**config.mk**
```make
export PLATFORM = sky130hd
export DESIGN_NAME = butterfly_r2_pipe
export DESIGN_NICKNAME = d
export VERILOG_FILES = /design/src/rtl/butterfly_r2_pipe.sv
export SDC_FILE = /design/constraint.sdc
export NUM_CORES = 2
export LEC_CHECK = 0
export ABC_AREA = 1
export BUFFER_PORTS_ARGS = -buffer_cell sky130_fd_sc_hd__buf_2
export CORE_ASPECT_RATIO = 0.6
export CORE_UTILIZATION = 50
export DETAILED_ROUTE_END_ITERATION = 6
export PLACE_DENSITY_LB_ADDON = 0.12
export SETUP_SLACK_MARGIN = 0.4
export SYNTH_ARGS = -nofsm -noshare
export SYNTH_HDL_FRONTEND = slang
export SYNTH_SLANG_ARGS = --single-unit
export TNS_END_PERCENT = 30
```
**constraint.sdc**
```tcl
create_clock -name clk -period 59.9 [get_ports clk]
set_input_delay 5.99 -clock clk [delete_from_list [all_inputs] [get_ports clk]]
set_output_delay 5.99 -clock clk [all_outputs]
set_load 0.02 [all_outputs]
```
**src/rtl/butterfly_r2_pipe.sv**
```systemverilog
// butterfly_r2_pipe
// Four-stage pipelined radix-2 butterfly for complex fixed-point data.
// Per beat it computes either a DIT butterfly (X = A + B*W, Y = A - B*W) or a
// DIF butterfly (X = A + B, Y = (A - B)*W). The twiddle can be conjugated for
// inverse transforms, and both results can optionally be halved. Every result
// component saturates to the DW-bit range.
//
// Ports
//   clk, rst               clock; synchronous active-high reset
//   in_valid / in_ready    input handshake (in_ready is the global enable)
//   ar, ai, br, bi         operands A and B (signed DW bits)
//   wr, wi                 twiddle W (signed Q1.(TW-1))
//   mode_dif, inv, scale   per-beat controls that travel with the beat
//   out_valid / out_ready  output handshake
//   xr, xi, yr, yi         results X and Y (signed DW bits)
//   sat                    some component of the current output beat was clamped
//   ovf_sticky, clr_ovf    latched saturation flag and its clear
module butterfly_r2_pipe #(
    parameter int DW = 16,
    parameter int TW = 16
) (
    input  logic                 clk,
    input  logic                 rst,
    input  logic                 in_valid,
    output logic                 in_ready,
    input  logic signed [DW-1:0] ar, ai, br, bi,
    input  logic signed [TW-1:0] wr, wi,
    input  logic                 mode_dif, inv, scale,
    output logic                 out_valid,
    input  logic                 out_ready,
    output logic signed [DW-1:0] xr, xi, yr, yi,
    output logic                 sat,
    output logic                 ovf_sticky,
    input  logic                 clr_ovf
);
    localparam int MW = DW + 1;   // A+B, A-B
    localparam int PW = MW + TW;  // full-precision product
    localparam int SW = PW + 1;   // sum of two products
    localparam int ZW = DW + 2;   // rounded twiddle product
    localparam int OW = DW + 3;   // stage-4 intermediate before clamping

    localparam logic signed [SW-1:0] RND  = {{(SW-TW+1){1'b0}}, 1'b1, {(TW-2){1'b0}}};
    localparam logic signed [OW-1:0] ONE  = {{(OW-1){1'b0}}, 1'b1};
    localparam logic signed [OW-1:0] MAXV = {{(OW-DW+1){1'b0}}, {(DW-1){1'b1}}};
    localparam logic signed [OW-1:0] MINV = {{(OW-DW+1){1'b1}}, {(DW-1){1'b0}}};

    // A single enable stalls every stage at once whenever the output is full
    // and not being taken.
    logic en;
    assign en       = !out_valid || out_ready;
    assign in_ready = en;

    // Stage 1: capture the beat as presented.
    logic                 s1_valid, s1_dif, s1_inv, s1_scale;
    logic signed [DW-1:0] s1_ar, s1_ai, s1_br, s1_bi;
    logic signed [TW-1:0] s1_wr, s1_wi;

    always_ff @(posedge clk) begin
        if (rst) begin
            s1_valid <= 1'b0;
        end else if (en) begin
            s1_valid <= in_valid;
            s1_ar    <= ar;
            s1_ai    <= ai;
            s1_br    <= br;
            s1_bi    <= bi;
            s1_wr    <= wr;
            s1_wi    <= wi;
            s1_dif   <= mode_dif;
            s1_inv   <= inv;
            s1_scale <= scale;
        end
    end

    // Stage 2: choose the multiplicand (B for DIT, A-B for DIF) and form A+B.
    logic signed [MW-1:0] m_r, m_i, s_r, s_i;

    always_comb begin
        s_r = MW'(s1_ar) + MW'(s1_br);
        s_i = MW'(s1_ai) + MW'(s1_bi);
        if (s1_dif) begin
            m_r = MW'(s1_ar) - MW'(s1_br);
            m_i = MW'(s1_ai) - MW'(s1_bi);
        end else begin
            m_r = MW'(s1_br);
            m_i = MW'(s1_bi);
        end
    end

    logic                 s2_valid, s2_dif, s2_inv, s2_scale;
    logic signed [PW-1:0] s2_prr, s2_pii, s2_pri, s2_pir;
    logic signed [MW-1:0] s2_sr, s2_si;
    logic signed [DW-1:0] s2_ar, s2_ai;

    always_ff @(posedge clk) begin
        if (rst) begin
            s2_valid <= 1'b0;
        end else if (en) begin
            s2_valid <= s1_valid;
            s2_prr   <= PW'(m_r) * PW'(s1_wr);
            s2_pii   <= PW'(m_i) * PW'(s1_wi);
            s2_pri   <= PW'(m_r) * PW'(s1_wi);
            s2_pir   <= PW'(m_i) * PW'(s1_wr);
            s2_sr    <= s_r;
            s2_si    <= s_i;
            s2_ar    <= s1_ar;
            s2_ai    <= s1_ai;
            s2_dif   <= s1_dif;
            s2_inv   <= s1_inv;
            s2_scale <= s1_scale;
        end
    end

    // Stage 3: conj(W) flips the sign of the wi product terms rather than
    // negating wi, because wi = -2^(TW-1) has no positive counterpart.
    logic signed [SW-1:0] zr_sum, zi_sum;

    always_comb begin
        if (s2_inv) begin
            zr_sum = SW'(s2_prr) + SW'(s2_pii);
            zi_sum = SW'(s2_pir) - SW'(s2_pri);
        end else begin
            zr_sum = SW'(s2_prr) - SW'(s2_pii);
            zi_sum = SW'(s2_pir) + SW'(s2_pri);
        end
    end

    logic                 s3_valid, s3_dif, s3_scale;
    logic signed [ZW-1:0] s3_zr, s3_zi;
    logic signed [MW-1:0] s3_sr, s3_si;
    logic signed [DW-1:0] s3_ar, s3_ai;

    // Round half up back to data scale; the result always fits in DW+2 bits.
    always_ff @(posedge clk) begin
        if (rst) begin
            s3_valid <= 1'b0;
        end else if (en) begin
            s3_valid <= s2_valid;
            s3_zr    <= ZW'((zr_sum + RND) >>> (TW-1));
            s3_zi    <= ZW'((zi_sum + RND) >>> (TW-1));
            s3_sr    <= s2_sr;
            s3_si    <= s2_si;
            s3_ar    <= s2_ar;
            s3_ai    <= s2_ai;
            s3_dif   <= s2_dif;
            s3_scale <= s2_scale;
        end
    end

    // Stage 4: combine, optionally halve with rounding, then clamp.
    function automatic logic signed [OW-1:0] halve(input logic signed [OW-1:0] v,
                                                   input logic                 do_half);
        halve = do_half ? ((v + ONE) >>> 1) : v;
    endfunction

    // Returns {clamped, value}.
    function automatic logic [DW:0] clamp(input logic signed [OW-1:0] v);
        if (v > MAXV)
            clamp = {1'b1, MAXV[DW-1:0]};
        else if (v < MINV)
            clamp = {1'b1, MINV[DW-1:0]};
        else
            clamp = {1'b0, v[DW-1:0]};
    endfunction

    logic signed [OW-1:0] x_r_w, x_i_w, y_r_w, y_i_w;
    logic        [DW:0]   c_xr, c_xi, c_yr, c_yi;
    logic                 sat_c;

    always_comb begin
        if (s3_dif) begin
            x_r_w = OW'(s3_sr);
            x_i_w = OW'(s3_si);
            y_r_w = OW'(s3_zr);
            y_i_w = OW'(s3_zi);
        end else begin
            x_r_w = OW'(s3_ar) + OW'(s3_zr);
            x_i_w = OW'(s3_ai) + OW'(s3_zi);
            y_r_w = OW'(s3_ar) - OW'(s3_zr);
            y_i_w = OW'(s3_ai) - OW'(s3_zi);
        end
        c_xr  = clamp(halve(x_r_w, s3_scale));
        c_xi  = clamp(halve(x_i_w, s3_scale));
        c_yr  = clamp(halve(y_r_w, s3_scale));
        c_yi  = clamp(halve(y_i_w, s3_scale));
        sat_c = c_xr[DW] | c_xi[DW] | c_yr[DW] | c_yi[DW];
    end

    // Output register: data and sat load only with a valid beat, so they keep
    // their last value while out_valid is low. A saturating beat being loaded
    // takes priority over clr_ovf.
    always_ff @(posedge clk) begin
        if (rst) begin
            out_valid  <= 1'b0;
            xr         <= '0;
            xi         <= '0;
            yr         <= '0;
            yi         <= '0;
            sat        <= 1'b0;
            ovf_sticky <= 1'b0;
        end else begin
            if (en) begin
                out_valid <= s3_valid;
                if (s3_valid) begin
                    xr  <= c_xr[DW-1:0];
                    xi  <= c_xi[DW-1:0];
                    yr  <= c_yr[DW-1:0];
                    yi  <= c_yi[DW-1:0];
                    sat <= sat_c;
                end
            end
            if (en && s3_valid && sat_c)
                ovf_sticky <= 1'b1;
            else if (clr_ovf)
                ovf_sticky <= 1'b0;
        end
    end

endmodule

```
==> flow_summary.ini <==
[outcome]
status = finished, final reports clean

[setup_path]
critPathRequiredTime_ns = 53.91
crit_type = primary input to output pin
arrival_ns = 7.00
reg2reg_from = s1_br[0]
rr_worst_depth = 36
start_kind = primary input
r2r_slack_ns = 49.71
critPathLaunch = out_ready
cp_max_fo = 7
end_kind = output pin

[timing]
grt_setup_unrepaired = no
setup_viol = 0
worstMarginPinSlew_ns = 1.322
final.setup.tns_ns = 0
fin_crit_sh_pct = 21.69
relSlewSlack_pct = 11.68
fin_skew_ns = 0.04303
slew_violations = 0
hold_viol = 0
setup_ws_ns = 46.91
fmax_mhz = 76.96
post-route-min-period_ns = 12.99
hold_slack_ns = 0.4118

[detailed_routing]
wl_per_cell_um = 21.88
vias = 56591
drtIter0Drc = 5854
drt-pass1-iter-count = 6
postRouteAntennaNets = 0
finalWirelength_um = 229100
drcViolationCount = 0
avgViaCountPerCell = 5.405

[cells_and_area]
drive_gt1_share_pct = 5.797
final_common_cell = inv_1
area_growth_pct = 6.147
nets = 10293
final_cell_mix = inv_1 (1,855), nand2_1 (1,610), fa_1 (1,112)
design_area_sq_mm = 0.07540

[floorplanning]
num_rows = 106
die_x_um = 488.6
core_region_area_sq_mm = 0.1402
pin_count = 172
initial_core_util_pct = 50.67
die_h_um = 294.0
die_area_sq_mm = 0.1436

[yosys]
synthFlopType = edfxtp_1
yosys_warnings = 0
yosys.area.top_type = fa_1
yosysUniqueCellTypes = 65
synth_area_sq_mm = 0.07104
synth_top_family_by_area = adder cells
ys_ff_latch = 474
avgSynthCellArea_sq_um = 8.352
synth_compound_gate_area_share_pct = 6.446
synthCells = 8505
synth_edf_count = 404
ys_seq_area_share_pct = 19.05
synthXorXnorAreaFrac_pct = 4.167
synthSimpleGateAreaFrac_pct = 17.68
synthesis.nets = 10263
synth_area_leaders = fa_1 (31%), edfxtp_1 (17%), inv_1 (9.8%), ha_1 (9.5%), nand2_1 (8.5%)
synth.area.mux_share_pct = 0
synthArstFlopShare_pct = 0
synth_top_area_share_pct = 31.34
synth-adder-area-share_pct = 40.88

[global_routing]
grt_max_degree = 170
grt_use_met3_pct = 11.71
grtUsageMet1_pct = 52.15
antenna_found_initial = 6
grt-busiest-layer = met1
grt_pass1_wl_um = 350700
grt_use_total_pct = 32.70
grt_use_met2_pct = 41.23
grt_remaining_overflow = 0
first_global_vias = 55943

[clock_network]
cts_setup_buffers = 0
cts_buffer_depth = 3
postCtsHoldBufs = 0
cts-resized-gates = 0
root_buffer = clkbuf_16
htreeDepth = 2
cts_tree = done
clk_latency_ns = 0.68
clk_pin_slew_ns = 0.06
cts_buffers = 50
cts_sinks = 474

[placement]
place_ws_ns = 46.93
routabilityCongestion = 0.9729
dp_hpwl_um = 184700
dpl_cell_area_sq_mm = 0.07377
portBuffers = 171

[hold_path]
hold_class = flip-flop to flip-flop
holdPathStages = 0
hp-start = s2_si[14]

[flow_run]
maxCapViolations = 0
## Yosys cell counts (38+ instances only)
cell type	instances
ha_1	542
a21oi_1	396
nor3_1	42
clkbuf_1	197
dfxtp_1	70
nor2_1	915
nand2_1	1610
o21ai_1	38
nand4_1	63
inv_1	1856
nand3_1	278
xnor2_1	104
edfxtp_1	404
xor2_1	234
o21ai_0	220
fa_1	1112
buf_2	45
## cell families after synthesis
group	count (synthesis)
XOR/XNOR	338
buffers and inverters	2174
adder cells (fa/ha/maj)	1654
flip-flops	474
AO/OA/AOI/OAI	813
AND/OR/NAND/NOR	3052
## metrics by stage
stage | util, % | std cells
5_1_grt | 53.78 | 10469
3_3_place_gp | 52.62 | 10373
2_1_floorplan | - | 8505
3_5_place_dp | 52.62 | 10373
6_report | 53.79 | 10471
4_1_cts | 53.77 | 10463
## worst max-delay path, cell delays in order
cell and delay (ns):
buf_2 0.09, nor2_1 0.50, inv_1 0.20, buf_2 0.21
## final cells by class
cell class	count	area [sq um]
Antenna cell	8	20.02
Clock buffer	58	1281
Clock inverter	32	332.8
Fill cell	13344	64780
Inverter	1896	7122
Multi-Input combinational cell	5857	49230
Sequential cell	474	13530
Tap cell	1890	2365
Timing Repair Buffer	256	1519
## final timing paths
| path | end |
|---|---|
| min reg2reg | s3_si[14] |
| max | in_ready |
| min | s3_si[14] |
| max reg2reg | s2_pri[30] |
## flip-flops by register name, indices dropped and copies added, names as in the netlist, 17 cells and up
name and flops:
s2_pii 33, s2_pir 33, s2_pri 33, s2_prr 33, s2_si 17, s2_sr 17
s3_si 17, s3_sr 17, s3_zi 18, s3_zr 18
## routing by layer
layer  wire length [um]  vias to the layer above
met5                  8                        -
met4               4477                        2
met3              30570                      256
met2              83840                     2852
met1             110200                    27557
li1                   -                    25924
Power is not shown: default switching activity piles up to over one toggle a cycle in this logic, so the estimate is an artifact.
